File: src/rtl/sound_effect_sequencer.sv
// Plays short three-note key patterns in response to Pong game events.
// Higher-priority events preempt; equal or lower priority events are dropped while playing.
module sound_effect_sequencer #(
  parameter int TICK_CYCLES = 2500000,
  parameter int NOTE_TICKS  = 2
) (
  input  logic Clock,
  input  logic Reset,
  input  logic HitPaddle,
  input  logic HitWall,
  input  logic Score,
  input  logic Mute,
  output logic keyC,
  output logic keyD,
  output logic keyE,
  output logic Busy
);

  localparam int PW = (TICK_CYCLES > 1) ? $clog2(TICK_CYCLES) : 1;
  localparam int NW = (NOTE_TICKS > 1) ? $clog2(NOTE_TICKS) : 1;
  localparam logic [PW-1:0] PRESC_LAST = PW'(TICK_CYCLES - 1);
  localparam logic [NW-1:0] TICK_LAST  = NW'(NOTE_TICKS - 1);

  typedef enum logic {
    IDLE,
    PLAY
  } state_e;

  // Encoding doubles as priority, so preemption is a plain magnitude compare.
  typedef enum logic [1:0] {
    PAT_NONE   = 2'd0,
    PAT_WALL   = 2'd1,
    PAT_PADDLE = 2'd2,
    PAT_SCORE  = 2'd3
  } pat_e;

  state_e          state_q;
  pat_e            pat_q;
  logic [1:0]      step_q;
  logic [PW-1:0]   presc_q;
  logic [NW-1:0]   tick_q;
  logic [2:0]      keys_q;
  logic            busy_q;

  pat_e            evt_pat_d;
  logic            note_end_d;
  logic            last_note_d;
  logic            start_d;

  // Key vector is {E, D, C}.
  function automatic logic [2:0] noteKeys(input pat_e pat, input logic [1:0] step);
    logic [2:0] k;
    k = 3'b000;
    case (pat)
      PAT_WALL:   k = 3'b100;
      PAT_PADDLE: k = 3'b010;
      PAT_SCORE: begin
        case (step)
          2'd0:    k = 3'b001;
          2'd1:    k = 3'b010;
          default: k = 3'b100;
        endcase
      end
      default:    k = 3'b000;
    endcase
    return k;
  endfunction

  function automatic logic [1:0] lastStep(input pat_e pat);
    return (pat == PAT_SCORE) ? 2'd2 : 2'd0;
  endfunction

  always_comb begin
    evt_pat_d = PAT_NONE;
    if (Score) begin
      evt_pat_d = PAT_SCORE;
    end else if (HitPaddle) begin
      evt_pat_d = PAT_PADDLE;
    end else if (HitWall) begin
      evt_pat_d = PAT_WALL;
    end
    note_end_d  = (presc_q == PRESC_LAST) && (tick_q == TICK_LAST);
    last_note_d = (state_q == PLAY) && note_end_d && (step_q == lastStep(pat_q));
    // The edge that finishes the last note behaves like IDLE for incoming events.
    start_d     = (evt_pat_d != PAT_NONE) &&
                  ((state_q == IDLE) || last_note_d || (evt_pat_d > pat_q));
  end

  always_ff @(posedge Clock or negedge Reset) begin
    if (!Reset) begin
      state_q <= IDLE;
      pat_q   <= PAT_NONE;
      step_q  <= 2'd0;
      presc_q <= '0;
      tick_q  <= '0;
      keys_q  <= 3'b000;
      busy_q  <= 1'b0;
    end else if (start_d) begin
      state_q <= PLAY;
      pat_q   <= evt_pat_d;
      step_q  <= 2'd0;
      presc_q <= '0;
      tick_q  <= '0;
      keys_q  <= noteKeys(evt_pat_d, 2'd0);
      busy_q  <= 1'b1;
    end else if (state_q == PLAY) begin
      if (last_note_d) begin
        state_q <= IDLE;
        pat_q   <= PAT_NONE;
        step_q  <= 2'd0;
        presc_q <= '0;
        tick_q  <= '0;
        keys_q  <= 3'b000;
        busy_q  <= 1'b0;
      end else if (note_end_d) begin
        step_q  <= step_q + 2'd1;
        presc_q <= '0;
        tick_q  <= '0;
        keys_q  <= noteKeys(pat_q, step_q + 2'd1);
      end else if (presc_q == PRESC_LAST) begin
        presc_q <= '0;
        tick_q  <= tick_q + 1'b1;
      end else begin
        presc_q <= presc_q + 1'b1;
      end
    end
  end

  assign keyC = keys_q[0] & ~Mute;
  assign keyD = keys_q[1] & ~Mute;
  assign keyE = keys_q[2] & ~Mute;
  assign Busy = busy_q;

endmodule

File: config.mk
export PLATFORM = sky130hd
export DESIGN_NAME = sound_effect_sequencer
export DESIGN_NICKNAME = d
export VERILOG_FILES = /design/src/rtl/sound_effect_sequencer.sv
export SDC_FILE = /design/constraint.sdc
export NUM_CORES = 1
export LEC_CHECK = 0
export ABC_AREA = 1
export CORE_UTILIZATION = 62
export CTS_BUF_LIST = sky130_fd_sc_hd__clkbuf_4 sky130_fd_sc_hd__clkbuf_8
export DETAILED_ROUTE_END_ITERATION = 12
export PLACE_DENSITY_LB_ADDON = 0.15
export SYNTH_ARGS = -nofsm -noshare
export SYNTH_HDL_FRONTEND = slang
export SYNTH_SLANG_ARGS = --single-unit
File: constraint.sdc
create_clock -name Clock -period 2.2 [get_ports Clock]
set_input_delay 0.33 -clock Clock [delete_from_list [all_inputs] [get_ports Clock]]
set_output_delay 0.33 -clock Clock [all_outputs]
set_load 0.01 [all_outputs]
======== After elaboration in Yosys (flattened, before gate mapping) ========
Index checks and enable logic that the tools add are counted.
operators by class
  bitwise operators ....................... 5
  mux-type cells .......................... 34
  equality and inequality tests ........... 9
  $lt $le $gt $ge ......................... 1
  reduce and logical (&&, ||, !) cells .... 15
  $add $sub $neg .......................... 3
operators with widths
  kind                     number
  $mux W22                 5
  $add A22 B1 Y22 const B  1
  $eq A22 B22 Y1 const B   1
  $mux W2                  10
  $pmux W3 S3              2
  $mux W1                  12
  $mux W3                  4
  $eq A2 B2 Y1 const B     4
  $eq A2 B1 Y1 const B     3
  $pmux W3 S2              1
  $reduce_and A2 Y1        3
  $reduce_bool A2 Y1       3
  $logic_and A1 B1 Y1      4
  $reduce_bool A4 Y1       1
  $and A1 B1 Y1            3
  $reduce_bool A3 Y1       1
  $add A2 B1 Y2 const B    1
  $eq A2 B2 Y1             1
  $gt A2 B2 Y1             1
  $logic_not A2 Y1         1
  $logic_or A1 B1 Y1       2
  $not A1 Y1               2
  $add A1 B1 Y1 const B    1
word-level totals
  bits of input ports ..................... 6
  register bits ........................... 32
  logic and storage cells ................. 74

======== Logic depth before layout (Yosys ltp) ========
Gate-level depths: netlist of run 1.
  word-level depth ........................ 9
  mapped depth ............................ 12
  gate-level depth less buffers ........... 12

======== Worst setup path before layout of run 1 ========
Ideal clock, no wire load.
  path kind ............................... register to register
  start ................................... register presc_q[0]
  end ..................................... register presc_q[0]
  setup slack ............................. 0.483 ns
  cell stages (with the launch flop) ...... 12
  arrival time ............................ 1.577 ns
  buffers on the path ..................... 1
  cells stage by stage .................... dfrtp_1 -> ha_1 -> nand3_2 -> clkinv_2 -> nand3_2 -> nor2_2 -> nand3_2 -> nand3_2 -> nand2_4 -> nand2_4 -> buf_6 -> mux2i_1
between the ends
  longest elaborated chain between the ends .. 8
  elaborated cells between the ends (all ways) .. 14
  those cells by class .................... 1 x add/sub; 1 x eq/ne; 5 x mux; 7 x reduce/logical
RTL lines
  what                                                                     line  RTL
  from (decl)                                                              40    logic [PW-1:0] presc_q;
  from (signal assigned)                                                   124   presc_q <= presc_q + 1'b1;
  parallel branches: the longest is 8 deep, another holds $add A22 B1 Y22  --
Several ways; the timed one is not identified. The select of a mux whose other input is x is not followed.
A chain may end at the register's enable or synchronous reset.

======== Final worst setup path of run 1 ========
  start ................................... register presc_q[0]
  end ..................................... register presc_q[6]
Same word-level chain as after synthesis.

==> run_results.csv, run 1 <==
group,metric,value,unit
pwr,p_comb_frac,0.358,
finish,num_antenna_cells,0,
cts,ctsHoldBuffers,0,
finish,layout.cells.most_common,"nand2_1",
setup_path,end_kind,"flop",
die,floorplan.rows,20,
detailed_routing,detail_route.wirelength.met1,2156,um
timing,setup_violations,0,
cts,tritoncts_clock_tree,"built",
hold_path,hold_path_class,"input pin to asynchronous set/reset pin",
setup_path,critPathKind,"flop to flop",
finish,commonest_cells_after_routing_fill_and_taps_aside,"62 x nand2_1, 36 x inv_1, 32 x dfrtp_1, 27 x nor2_1, 25 x nand3_1",
cts,postCtsResizedCells,0,
logic_synthesis,syn-cell-area,0.002090,mm2
finish,fill_cells,251,
timing,hold_slack,0.3635,ns
timing,hold_viol,0,
setup_path,slack_of_the_worst_reg_to_reg_path,0.20,ns
setup_path,cp.arrival,2.22,ns
cts,cts_buffer_depth,2,
cts,postcts_setup_bufs,0,
timing,period_minus_slack,2.005,ns
finish,layout-drive-gt1-share,0.1104,
timing,grt_setup_unrepaired,"no",
pwr,power.share.clock,0.222,
timing,clock.fmax,498.8,MHz
detailed_routing,post_drt_wl_per_cell,13.18,um
placed_design,routabilityCongestion,0.9512,
logic_synthesis,synthesis.yosys.warnings,0,
detailed_routing,wl_met3,299,um
die,die_area,0.003607,mm2
die,die_x,60.06,um
global_routing,grt.overflow.total,0,
pwr,power.internal,0.001074,W
setup_path,setup.worst_path.start_class,"flop",
cts,clock-root-buffer,"clkbuf_4",
global_routing,grt_start_max_net_pins,33,
detailed_routing,drt_pass1_iterations,5,
global_routing,groute.usage.overall,0.2860,
die,floorplan.io_pins,10,
detailed_routing,dr.first_iter.drc_count,144,
finish,instances_no_fill,343,
die,initial_core_util,0.6680,
timing,layout_worst_path_cycle_share,0.9113,
die,vert_die_dim,60.06,um
pwr,p_leak,1.005,nW
cts,clock_sink_count,32,
timing,worst_tran_pin_value,0.4726,ns
pwr,seqPwrFrac,0.421,
detailed_routing,drt-vias-per-instance,5.641,
die,core_area,0.003128,mm2
setup_path,timing.critical_path.fanout_max,21,
detailed_routing,routed-via-count,1935,
global_routing,grt_pass1_vias,1697,
detailed_routing,finalWirelength,4521,um
detailed_routing,route.top_layer_used,"met4",
cts,cts_htree_levels,2,
pwr,power_density,745.1,mW/mm2
finish,area_delta_synth_final,10.42,%
run,max-cap-violations,0,
cts,cts-buffers-inserted,5,
timing,clock_skew,0.01671,ns
pwr,net-switching-power,0.0006450,W
pwr,highest_ir_drop_seen_on_vdd,0.8224,mV
setup_path,worstPathRequired,2.42,ns
logic_synthesis,nets_in_the_synthesized_netlist,292,
pwr,netSwitchingFraction,0.3752,
timing,final.setup.tns,0,ns
cts,path_clk_slew,0.10,ns
status,outcome,"complete, no violations",
placed_design,dpl.cell_count,335,
logic_synthesis,syn_avg_cell_area,7.436,um2
logic_synthesis,synth.yosys.seq_area_share,0.3832,
placed_design,place_hpwl,3353,um
detailed_routing,dr_wl_met2,1990,um
timing,max_slew_violation_count,0,
global_routing,first_pass_grt_wire_length,7479,um
timing,timing.slew.headroom,0.6820,
finish,layout.nets,309,
logic_synthesis,postSynthCellCount,281,
logic_synthesis,ys_types,28,
pwr,power_total,0.001719,W
logic_synthesis,synth.ff_latch_count,32,
placed_design,io_buffers,9,
global_routing,grt_antenna_before_repair,0,
detailed_routing,ant_nets,0,
detailed_routing,drc,0,
cts,clkLatencyLatePin,0.35,ns
Yosys cell counts:
cell | count | share of area
buf_2 | 1 | 0.0024
xor2_1 | 12 | 0.050
nor2_1 | 27 | 0.049
nand4_1 | 9 | 0.027
clkinv_2 | 1 | 0.0024
nor4_1 | 1 | 0.0030
buf_6 | 3 | 0.016
nor3_2 | 3 | 0.014
o21ai_0 | 7 | 0.017
clkbuf_1 | 2 | 0.0036
inv_1 | 36 | 0.065
dfrtp_1 | 32 | 0.38
nand2_4 | 2 | 0.011
inv_2 | 5 | 0.0090
mux2i_1 | 1 | 0.0048
nor3_1 | 11 | 0.026
ha_1 | 5 | 0.030
nand3_1 | 25 | 0.060
xnor2_1 | 1 | 0.0042
nor3b_1 | 2 | 0.0072
nor2_2 | 2 | 0.0060
nand2_2 | 1 | 0.0030
o21ai_1 | 4 | 0.0096
nand2_1 | 62 | 0.11
nand3b_1 | 2 | 0.0072
nand3_2 | 4 | 0.019
a21oi_1 | 1 | 0.0024
o22ai_1 | 19 | 0.057
area by class of cell:
| class | instances | area, um2 | share of cell area |
|---|---|---|---|
| Multi-Input combinational cell | 201 | 1084 | 0.4696 |
| Timing Repair Buffer | 16 | 142.6 | 0.06182 |
| Sequential cell | 32 | 800.8 | 0.3471 |
| Clock buffer | 8 | 66.31 | 0.02874 |
| Tap cell | 44 | 55.05 | 0.02386 |
| Inverter | 42 | 158.9 | 0.06887 |
routing by layer:
layer / vias to the layer above / track usage
met4: 0 / 0.08970
li1: 963 / -
met2: 67 / 0.4190
met5: - / 0
met1: 897 / 0.4172
met3: 8 / 0.06710
stage by stage:
step,instance area (um2),setup slack (ns),util
floorplan,2090,0.4829,-
global placement,2241,0.03092,0.7164
detailed placement,2241,-0.09773,0.7164
CTS,2307,0.1917,0.7376
global route,2307,0.009702,0.7376
finish,2307,0.1951,0.7376
logic make-up (layout without fill, tap and decap cells):
family,count (synthesis),in the layout,share of synthesized area
compound gates,31,31,0.08562
xor+xnor,13,13,0.05449
fa+ha+maj,5,5,0.02994
buf+inv,48,66,0.09820
flops,32,32,0.3832
mux,1,1,0.004791
simple gates,151,151,0.3437
critical path, cell delays in order, from the launching register on:
cell	delay, ns
dfrtp_1	0.43
ha_1	0.28
nand3_2	0.15
clkinv_2	0.14
nand3_2	0.07
nor2_2	0.12
nand3_2	0.13
nand3_2	0.12
nand2_4	0.10
nand2_4	0.21
o22ai_1	0.11
registers in the layout, summed over array words and instances (netlist names):
name / count
presc_q: 22
tick_q: 1
state_q: 1
keys_q: 3
step_q: 2
Busy: 1
pat_q: 2
power by group through the flow:
stage / Combinational, W / Clock [W] / Sequential [W]
3_3_place_gp: 0.000607 / 0 / 0.000733
6_report: 0.000615 / 0.000381 / 0.000724
2_1_floorplan: 0.000513 / 0 / 0.000717
4_1_cts: 0.000620 / 0.000384 / 0.000721
5_1_grt: 0.000691 / 0.000414 / 0.000730
3_5_place_dp: 0.000619 / 0 / 0.000734
final timing paths:
| check | endpoint | cells after the start | start |
|---|---|---|---|
| setup / recovery | presc_q[6] | 10 | presc_q[0] |
| hold / removal | presc_q[14] | 2 | Reset |
| setup reg to reg | presc_q[6] | 10 | presc_q[0] |
| hold reg to reg | keys_q[2] | 2 | keys_q[2] |
| max in group asynchronous | presc_q[1] | 2 | Reset |
| min in group Clock | keys_q[2] | 2 | keys_q[2] |
Power figures use the tool's default switching activity.
==> inputs of run 2 (changes only) <==
--- a/config.mk
+++ b/config.mk
@@ -6,7 +6,9 @@
 export NUM_CORES = 1
 export LEC_CHECK = 0
 export ABC_AREA = 1
-export CORE_UTILIZATION = 62
+export CELL_PAD_IN_SITES_DETAIL_PLACEMENT = 0
+export CELL_PAD_IN_SITES_GLOBAL_PLACEMENT = 1
+export CORE_UTILIZATION = 46
 export CTS_BUF_LIST = sky130_fd_sc_hd__clkbuf_4 sky130_fd_sc_hd__clkbuf_8
 export DETAILED_ROUTE_END_ITERATION = 12
 export PLACE_DENSITY_LB_ADDON = 0.15
==> run 2 against run 1 <==
Effect of this change: critical path depth rose by 1; maximum frequency increased by 1.6%; via count decreased by 4.2%; count of clock-buffer cells in the layout down 2; clock power grew 26%; critical endpoint is now step_q[0]; final cell count increased by 3.2%; final area grew 3.2%; global-route usage is 5.3 points lower; routed wire length is 8.7% higher.
==> run_results.csv, run 2 (synthesis results as in run 1) <==
group,metric,value,unit
pwr,power_total,0.001877,W
die,die_area,0.004816,mm2
die,core_area,0.004354,mm2
pwr,power.internal,0.001171,W
hold_path,hold_path_class,"input pin to asynchronous set/reset pin",
cts,cts_htree_levels,2,
setup_path,timing.critical_path.mode_cell,"nand3_2",
cts,cts-buffers-inserted,5,
finish,area.sequential,802.0,um2
detailed_routing,routed-via-count,1854,
setup_path,timing.reg2reg.worst_path_depth,11,
pwr,power_density,788.4,mW/mm2
finish,layout-drive-gt1-share,0.1291,
cts,path_clk_slew,0.07,ns
setup_path,critPathLaunch,"presc_q[1]",
pwr,power.share.clock,0.255,
finish,layout.cells.most_common,"nand2_1",
finish,layout.nets,312,
timing,final.setup.tns,0,ns
placed_design,dpl.cell_count,346,
finish,area_delta_synth_final,13.95,%
setup_path,timing.critical_path.fanout_max,8,
setup_path,crit-reg2reg-launch,"presc_q[1]",
global_routing,grt_pass1_vias,1835,
setup_path,cp.arrival,2.15,ns
timing,clock.fmax,506.9,MHz
cts,tritoncts_clock_tree,"built",
setup_path,worstPathBufferInverterCount,2,
finish,instances_no_fill,354,
placed_design,preCtsSetupSlack,-0.02726,ns
timing,clock_skew,0.004662,ns
cts,cts_buffer_depth,2,
timing,setup_violations,0,
global_routing,grt.overflow.total,0,
die,die_x,69.40,um
cts,clock-root-buffer,"clkbuf_8",
finish,commonest_cells_after_routing_fill_and_taps_aside,"62 x nand2_1, 36 x inv_1, 31 x dfrtp_1, 26 x nor2_1, 25 x nand3_1",
die,vert_die_dim,69.40,um
die,initial_core_util,0.4799,
finish,fill_cells,433,
finish,num_antenna_cells,0,
detailed_routing,dr.first_iter.drc_count,113,
timing,timing.slew.headroom,0.7093,
cts,clock_sink_count,32,
timing,period_minus_slack,1.973,ns
cts,ctsHoldBuffers,0,
finish,multi_input_comb_area,0.001097,mm2
global_routing,first_pass_grt_wire_length,8901,um
timing,grt_setup_unrepaired,"no",
pwr,p_leak,1.031,nW
timing,setup_ws,0.2274,ns
cts,clkLatencyLatePin,0.29,ns
setup_path,setup.worst_path.start_class,"flop",
setup_path,timing.rr.end,"step_q[0]",
pwr,net-switching-power,0.0007066,W
detailed_routing,finalWirelength,4914,um
pwr,p_comb_frac,0.360,
detailed_routing,drt-vias-per-instance,5.237,
placed_design,io_buffers,9,
timing,max_slew_violation_count,0,
setup_path,slowest_stage_cell_cp,"dfrtp_1",
timing,hold_viol,0,
global_routing,groute.usage.overall,0.2331,
timing,layout_worst_path_cycle_share,0.8966,
die,floorplan.rows,24,
global_routing,grt_start_max_net_pins,33,
run,max-cap-violations,0,
placed_design,routabilityCongestion,0.8104,
setup_path,end_kind,"flop",
finish,stdcell_area,0.002381,mm2
setup_path,slack_of_the_worst_reg_to_reg_path,0.23,ns
finish,reg_top3,"presc_q (22), keys_q (3)",
detailed_routing,drt_pass1_iterations,4,
detailed_routing,post_drt_wl_per_cell,13.88,um
setup_path,critPathKind,"flop to flop",
placed_design,place_hpwl,3602,um
finish,max_flop_register,"presc_q",
pwr,seqPwrFrac,0.385,
setup_path,max_stage_delay,0.40,ns
setup_path,family_of_cells_with_the_greatest_summed_delay_on_the_critical_path,"simple AND/OR/NAND/NOR gates",
timing,worst_tran_pin_value,0.4321,ns
detailed_routing,ant_nets,0,
finish,largest_register_ff_count,22,
detailed_routing,drc,0,
status,outcome,"complete, no violations",
die,floorplan.io_pins,10,
pwr,netSwitchingFraction,0.3764,
cts,postcts_setup_bufs,0,
setup_path,critical_path.cell_chain,"ha_2 -> nand3_2 -> clkinv_2 -> nand3_2 -> nor2_2 -> nand3_2 -> nand3_2 -> nand2_4 -> buf_4 -> nand3_1 -> o21ai_0",
pwr,highest_ir_drop_seen_on_vdd,0.4625,mV
setup_path,worstPathRequired,2.38,ns
placed_design,placement.cell_area,0.002273,mm2
global_routing,grt_antenna_before_repair,0,
-- run 2: changes by cell type in the layout (fill, tap and decap cells not counted), sizes merged --
cell and change:
buf +3, clkinv +2, clkbuf -2
-- run 2: power groups by stage --
stage | clock network, W | logic, W | registers (W)
6_report | 0.000479 | 0.000675 | 0.000724
5_1_grt | 0.000516 | 0.000774 | 0.000733
3_3_place_gp | 0 | 0.000650 | 0.000732
2_1_floorplan | 0 | 0.000513 | 0.000717
4_1_cts | 0.000493 | 0.000659 | 0.000720
3_5_place_dp | 0 | 0.000653 | 0.000731
-- run 2: final cells by class --
| class | count | share of cell area |
|---|---|---|
| Multi-Input combinational cell | 201 | 0.4609 |
| Sequential cell | 32 | 0.3368 |
| Timing Repair Buffer | 19 | 0.06936 |
| Inverter | 42 | 0.06674 |
| Clock buffer | 6 | 0.03468 |
| Tap cell | 52 | 0.02733 |
| Clock inverter | 2 | 0.004204 |
-- run 2: metrics by stage --
stage                       util  hold WS, ns
after CTS                 0.5434       0.4493
after floorplan                -      0.03441
after global placement    0.5221       0.4899
after detailed placement  0.5221       0.4939
final                     0.5468       0.4373
after global routing      0.5468       0.5042
-- run 2: how the worst max path moves through the flow --
stage | to | slack, ns | cells after the start
floorplan | presc_q[0] | 0.48 | 11
detailed placement | presc_q[8] | -0.03 | 11
finish | step_q[0] | 0.23 | 11
global placement | presc_q[8] | 0.03 | 11
CTS | presc_q[7] | 0.13 | 10
global route | step_q[0] | 0.04 | 11
-- run 2: repair_timing --
action | 4_1_cts | 5_1_grt
gates resized for setup | 0 | 4
setup endpoints to repair | 0 | 27
endpoints found under the hold margin | 0 | 0
-- run 2: metal layers --
metal | share of wire | wire length (um) | global-route usage
met4 | 0.015 | 72 | 0.08390
met3 | 0.035 | 172 | 0.05087
met1 | 0.54 | 2634 | 0.3377
met2 | 0.41 | 2035 | 0.3409
met5 | 0 | 0 | 0
==> inputs of run 3 (changes only) <==
--- a/config.mk
+++ b/config.mk
@@ -12,6 +12,7 @@
 export CTS_BUF_LIST = sky130_fd_sc_hd__clkbuf_4 sky130_fd_sc_hd__clkbuf_8
 export DETAILED_ROUTE_END_ITERATION = 12
 export PLACE_DENSITY_LB_ADDON = 0.15
+export SLEW_MARGIN = 25
 export SYNTH_ARGS = -nofsm -noshare
 export SYNTH_HDL_FRONTEND = slang
 export SYNTH_SLANG_ARGS = --single-unit
==> results of run 3 <==
Same layout as run 2: the final DEF is identical, and so are final timing and power.
